==> src/rtl/channel_scan_sequencer_if.sv <==
// Request/select/capture bundle between the channel scan sequencer and its
// environment (requesters, external data multiplexer, word consumer).
interface channel_scan_sequencer_if #(
   parameter int unsigned DATA_W = 8,
   parameter int unsigned NCH    = 8
);
   localparam int unsigned SEL_W = $clog2(NCH);

   logic [NCH-1:0]    req;
   logic [SEL_W-1:0]  sel;
   logic [DATA_W-1:0] mux_y;
   logic [DATA_W-1:0] out_data;
   logic [SEL_W-1:0]  out_ch;
   logic              out_valid;
   logic              out_ready;
   logic              busy;
   logic [15:0]       xfer_cnt;

   modport master (
      input  req, mux_y, out_ready,
      output sel, out_data, out_ch, out_valid, busy, xfer_cnt
   );

   modport slave (
      output req, mux_y, out_ready,
      input  sel, out_data, out_ch, out_valid, busy, xfer_cnt
   );
endinterface

==> src/rtl/channel_scan_sequencer.sv <==
// Round-robin channel scanner: grants a requesting channel, drives the external
// mux select, waits one settle cycle, captures the word and holds it until accepted.
module channel_scan_sequencer #(
   parameter int unsigned DATA_W = 8,
   parameter int unsigned NCH    = 8
) (
   input  logic                      clk,
   input  logic                      rst,
   channel_scan_sequencer_if.master  bus
);
   localparam int unsigned SEL_W = $clog2(NCH);

   localparam logic [1:0] IDLE    = 2'd0;
   localparam logic [1:0] SETTLE  = 2'd1;
   localparam logic [1:0] CAPTURE = 2'd2;
   localparam logic [1:0] HOLD    = 2'd3;

   logic [1:0]        state_q,     state_d;
   logic [SEL_W-1:0]  sel_q,       sel_d;
   logic [DATA_W-1:0] out_data_q,  out_data_d;
   logic [SEL_W-1:0]  out_ch_q,    out_ch_d;
   logic              out_valid_q, out_valid_d;
   logic              busy_q,      busy_d;
   logic [15:0]       xfer_cnt_q,  xfer_cnt_d;
   logic [SEL_W-1:0]  last_q,      last_d;

   logic              found;
   logic [SEL_W-1:0]  grant;
   logic [SEL_W-1:0]  cand;

   // First asserted request at or above last+1; SEL_W-bit overflow gives the wrap.
   always_comb begin
      found = 1'b0;
      grant = '0;
      cand  = '0;
      for (int unsigned i = 0; i < NCH; i++) begin
         cand = last_q + SEL_W'(i + 1);
         if (!found && bus.req[cand]) begin
            found = 1'b1;
            grant = cand;
         end
      end
   end

   always_comb begin
      state_d     = state_q;
      sel_d       = sel_q;
      out_data_d  = out_data_q;
      out_ch_d    = out_ch_q;
      out_valid_d = out_valid_q;
      xfer_cnt_d  = xfer_cnt_q;
      last_d      = last_q;

      case (state_q)
         IDLE: begin
            if (found) begin
               sel_d   = grant;
               state_d = SETTLE;
            end
         end
         SETTLE: state_d = CAPTURE;
         CAPTURE: begin
            out_data_d  = bus.mux_y;
            out_ch_d    = sel_q;
            out_valid_d = 1'b1;
            state_d     = HOLD;
         end
         HOLD: begin
            if (out_valid_q && bus.out_ready) begin
               out_valid_d = 1'b0;
               last_d      = out_ch_q;
               if (xfer_cnt_q != 16'hFFFF) begin
                  xfer_cnt_d = xfer_cnt_q + 16'd1;
               end
               state_d = IDLE;
            end
         end
         default: state_d = IDLE;
      endcase

      busy_d = (state_d != IDLE);
   end

   always_ff @(posedge clk or posedge rst) begin
      if (rst) begin
         state_q     <= IDLE;
         sel_q       <= '0;
         out_data_q  <= '0;
         out_ch_q    <= '0;
         out_valid_q <= 1'b0;
         busy_q      <= 1'b0;
         xfer_cnt_q  <= '0;
         last_q      <= SEL_W'(NCH - 1);
      end else begin
         state_q     <= state_d;
         sel_q       <= sel_d;
         out_data_q  <= out_data_d;
         out_ch_q    <= out_ch_d;
         out_valid_q <= out_valid_d;
         busy_q      <= busy_d;
         xfer_cnt_q  <= xfer_cnt_d;
         last_q      <= last_d;
      end
   end

   assign bus.sel       = sel_q;
   assign bus.out_data  = out_data_q;
   assign bus.out_ch    = out_ch_q;
   assign bus.out_valid = out_valid_q;
   assign bus.busy      = busy_q;
   assign bus.xfer_cnt  = xfer_cnt_q;
endmodule

==> src/flat_wrapper.sv <==
// flat-port wrapper written by rule: the top's interface ports become plain ports
module channel_scan_sequencer_flat 
#(
   parameter int unsigned DATA_W = 8,
   parameter int unsigned NCH    = 8
)
  (clk, rst, bus_req, bus_mux_y, bus_out_ready, bus_sel, bus_out_data, bus_out_ch, bus_out_valid, bus_busy, bus_xfer_cnt);
  channel_scan_sequencer_if #(.DATA_W(DATA_W), .NCH(NCH)) bus_i ();
  input  logic clk;
  input  logic rst;
  input wire logic [$bits(bus_i.req)-1:0] bus_req;
  input wire logic [$bits(bus_i.mux_y)-1:0] bus_mux_y;
  input wire logic [$bits(bus_i.out_ready)-1:0] bus_out_ready;
  output wire logic [$bits(bus_i.sel)-1:0] bus_sel;
  output wire logic [$bits(bus_i.out_data)-1:0] bus_out_data;
  output wire logic [$bits(bus_i.out_ch)-1:0] bus_out_ch;
  output wire logic [$bits(bus_i.out_valid)-1:0] bus_out_valid;
  output wire logic [$bits(bus_i.busy)-1:0] bus_busy;
  output wire logic [$bits(bus_i.xfer_cnt)-1:0] bus_xfer_cnt;
  assign bus_i.req = bus_req;
  assign bus_i.mux_y = bus_mux_y;
  assign bus_i.out_ready = bus_out_ready;
  assign bus_sel = bus_i.sel;
  assign bus_out_data = bus_i.out_data;
  assign bus_out_ch = bus_i.out_ch;
  assign bus_out_valid = bus_i.out_valid;
  assign bus_busy = bus_i.busy;
  assign bus_xfer_cnt = bus_i.xfer_cnt;
  channel_scan_sequencer #(.DATA_W(DATA_W), .NCH(NCH)) u_core (.clk(clk), .rst(rst), .bus(bus_i));
endmodule
==> config.mk <==
export PLATFORM = sky130hd
export DESIGN_NAME = channel_scan_sequencer_flat
export DESIGN_NICKNAME = d
export VERILOG_FILES = /design/src/rtl/channel_scan_sequencer_if.sv /design/src/rtl/channel_scan_sequencer.sv /design/src/flat_wrapper.sv
export SDC_FILE = /design/constraint.sdc
export NUM_CORES = 1
export LEC_CHECK = 0
export BUFFER_PORTS_ARGS = -buffer_cell sky130_fd_sc_hd__buf_2
export CAP_MARGIN = 20
export CORE_ASPECT_RATIO = 2
export CORE_MARGIN = 2
export CORE_UTILIZATION = 45
export CTS_CLUSTER_DIAMETER = 120
export CTS_CLUSTER_SIZE = 16
export DETAILED_ROUTE_END_ITERATION = 7
export PLACE_DENSITY = 0.68
export SKIP_LAST_GASP = 1
export SLEW_MARGIN = 10
export SYNTH_ARGS = -nofsm -noshare
export SYNTH_HDL_FRONTEND = slang
export SYNTH_SLANG_ARGS = --single-unit
==> constraint.sdc <==
create_clock -name clk -period 4.5 [get_ports clk]
set_clock_uncertainty 0.2 [all_clocks]
set_input_delay 0 -clock clk [delete_from_list [all_inputs] [get_ports clk]]
set_output_delay 0 -clock clk [all_outputs]
set_load 0.05 [all_outputs]
==> impl_metrics.tcl <==
set metrics [dict create \
    num-nets-final 285 \
    ys_types 52 \
    cpMaxStageDelayCell "dfstp_2" \
    setup_tns_ns 0 \
    period_share_pct 82.9 \
    drt_iter0_drc 25 \
    grt_use_met2_pct 34.7 \
    critical_path_class "reg2reg" \
    cp.depth 9 \
    crit_fanout 15 \
    cts_made_buffers 5 \
    clockBufferDepth 2 \
    grt.overflow.total 0 \
    async_flop_share_pct 100 \
    dp.cells 304 \
    cp-start-kind "flop" \
    grt.met3_usage_pct 2.90 \
    path_delay_family "multiplexers" \
    clockPowerShare_pct 10.6 \
    synth-main-ff-cell "dfrtp_1" \
    relSlewSlack_pct 32.8 \
    r2r_cells 9 \
    ys_warn_count 0 \
    worstPathRequired_ns 4.47 \
    synthMuxAreaShare_pct 26.7 \
    tritoncts "built" \
    clock_sinks 37 \
    endpoint "u_core.bus.sel[1]" \
    wl_per_cell_um 17.3 \
    synth_top_family_by_area "multiplexers" \
    cts_max_level 2 \
    ios 51 \
    fp.dieH_um 107 \
    drc 0 \
    max_freq_ghz 0.268 \
    gp_congestion 0.971 \
    initial_core_util_pct 46.6 \
    row_count 37 \
    postCtsHoldBufs 10 \
    p_sw_share_pct 50.2 \
    cp-startpoint "u_core.last_q[0]" \
    status "completed" \
    grt_antenna_before_repair 0 \
    globalRouteTotalUtil_pct 19.8 \
    worstPathBufferInverterCount 1 \
    syn_area_um2 2370 \
    ctsResizeCount 0 \
    hold_violations 0 \
    port_buffers 50 \
    p_int_uw 1220 \
    avgSynthCellArea_um2 11.8 \
    grt_pass1_vias 1993 \
    post_cts_buffers 0 \
    synth_edf_count 0 \
    wl_mm 5.57 \
    via_count 1891 \
    clk_latency_ns 0.29 \
    seq_power_share_pct 24.8 \
    clk_pin_slew_worst_paths_ns 0.08 \
    layout.cells.non_filler 322 \
    antenna_left 0 \
    die_w_um 55.4 \
    hp-class "in2async" \
    p_leak_uw 0.00126 \
    crit_chain "inv_1 > ha_1 > mux2_2 > mux4_2 > mux2_4 > nand4_1 > a31oi_1 > a2111oi_2 > nor2_1" \
    rr_endpoint "u_core.bus.sel[1]" \
    maxCapViolCount 0 \
    r2r_slack_ns 0.77 \
    rsz0062_at_grt "false" \
    grt.busiest_layer "met2" \
    crit_arrival_ns 3.70 \
    area_delta_synth_final_pct 20.5 \
    pwr_density_cell_nw_per_um2 857 \
    grt_pass1_wl_mm 9.07 \
    grt_start_max_net_pins 38 \
    dieArea_um2 5910 \
    post-route-min-period_ns 3.73 \
    yosysSeqAreaShare_pct 39.2 \
    regToRegStartpoint "u_core.last_q[0]" \
    timing.hold.ws_ns 0.163 \
    use_met1_pct 19.7 \
    finalSetupViolCount 0 \
    net-switching-power_uw 1230 \
    viasPerCell 5.87 \
    power.share.combinational_pct 64.6 \
    synth_nets 224 \
    core-area_um2 5090 \
    antennaDiodeCount 0 \
    worst_pin_slew_ns 1.01 \
    synth_xor_area_share_pct 7.75 \
    first_pass_iters 4 \
    synth_compound_area_share_pct 9.33 \
    final-max-slew-violation-count 0 \
    ys_ff_latch 37 \
    drive_gt1_share_pct 39.0 \
    place_hpwl_mm 4.30 \
    cts_root_buffer "clkbuf_8" \
    critical_path.max_stage_delay_ns 0.77 \
    synthAdderAreaFrac_pct 1.58 \
    crit_path_end_kind "flop" \
    synthCells 202 \
    yosys.area_share.simple_pct 12.1 \
    vdd_ir_drop_max_mv 0.627 \
]
-- through the flow --
stage	power (µW)	util [%]	area, µm²	setup WS [ns]
5_1_grt	2600	56.1	2860	0.613
3_3_place_gp	2160	52.1	2650	0.853
6_report	2450	56.1	2860	0.768
3_5_place_dp	2180	52.1	2650	0.765
2_1_floorplan	1880	-	2370	1.13
4_1_cts	2460	56.1	2860	0.770
-- kinds of logic after synthesis --
logic type,Yosys count
simple gates,54
mux,44
flops,37
compound gates,32
xor+xnor,18
buf+inv,14
fa+ha+maj,3
-- synth_stat cells, drive strengths merged (2+ instances only) --
master	count	area, µm²
a21o	2	15.0
ha	3	37.5
mux2i	11	130
nand3	6	30.0
dfstp	3	78.8
xnor2	14	130
nand2	15	56.3
mux4	11	252
o21ai	7	35.0
a31oi	6	37.5
clkbuf	3	11.3
dfrtp	34	851
xor2	4	53.8
nor2b	3	18.8
nor2	8	32.5
nand2b	2	12.5
buf	5	46.3
a211oi	2	15.0
a21oi	5	25.0
inv	6	22.5
nand4	10	68.8
and3	3	18.8
mux2	22	251
-- how the worst min path moves through the flow --
stage,startpoint,end,slack [ns],depth (start not counted)
5_1_grt,rst,u_core.bus.out_ch[0],0.21,4
4_1_cts,rst,u_core.bus.out_ch[0],0.16,4
6_report,rst,u_core.bus.out_ch[0],0.16,4
3_3_place_gp,rst,u_core.bus.xfer_cnt[6],-0.07,3
3_5_place_dp,rst,u_core.bus.xfer_cnt[6],-0.07,3
2_1_floorplan,bus_mux_y[0],u_core.bus.out_data[0],-0.05,1
-- layer usage --
metal	part of all wire, %	vias to the layer above
li1	-	875
met1	35	936
met2	54	53
met3	3.3	27
met4	6.9	0
met5	0	-
-- sequential cells by signal, summed over array words and instances (netlist names) --
| signal | count |
|---|---|
| u_core.bus.busy | 1 |
| u_core.bus.out_ch | 3 |
| u_core.bus.out_data | 8 |
| u_core.bus.out_valid | 1 |
| u_core.bus.sel | 3 |
| u_core.bus.xfer_cnt | 16 |
| u_core.last_q | 3 |
| u_core.state_q | 2 |
-- worst register-to-register path: cells and delay by family, from the launching register on --
family,cells,cell delay (ns)
buffers and inverters,1,0.15
multiplexers,3,1.25
flip-flops,1,0.77
AO/OA/AOI/OAI,2,0.45
AND/OR/NAND/NOR,2,0.18
adder cells (fa/ha/maj),1,0.64
-- power groups by stage --
| stage | clock (µW) | sequential, µW | combinational [µW] |
|---|---|---|---|
| floorplan | 0 | 881 | 997 |
| global placement | 0 | 608 | 1550 |
| detailed placement | 0 | 612 | 1570 |
| CTS | 267 | 607 | 1590 |
| global route | 282 | 628 | 1690 |
| finish | 259 | 607 | 1580 |
-- layout make-up --
type	instances	area, µm²
clock buffer	7	96.3
clock inverter	1	8.76
fill	465	2230
inverter	6	22.5
multi-input combinational	151	1360
sequential	37	930
tap	58	72.6
timing repair buffer	62	365
-- cells in the final DEF, fill, tap and decap left out, drive strengths merged, types with 2 or more instances in the layout --
| cell | netlist | final |
|---|---|---|
| buf | 5 | 52 |
| dfrtp | 34 | 34 |
| mux2 | 22 | 22 |
| nand2 | 15 | 15 |
| xnor2 | 14 | 14 |
| mux4 | 11 | 11 |
| mux2i | 11 | 11 |
| dlygate4sd3 | 0 | 10 |
| nand4 | 10 | 10 |
| nor2 | 8 | 8 |
| clkbuf | 3 | 7 |
| inv | 6 | 7 |
| o21ai | 7 | 7 |
| nand3 | 6 | 6 |
| a31oi | 6 | 6 |
| a21oi | 5 | 5 |
| xor2 | 4 | 4 |
| and3 | 3 | 3 |
| nor2b | 3 | 3 |
| ha | 3 | 3 |
| dfstp | 3 | 3 |
| nand2b | 2 | 2 |
| a211oi | 2 | 2 |
| a21o | 2 | 2 |
(Power assumes the default switching activity.)
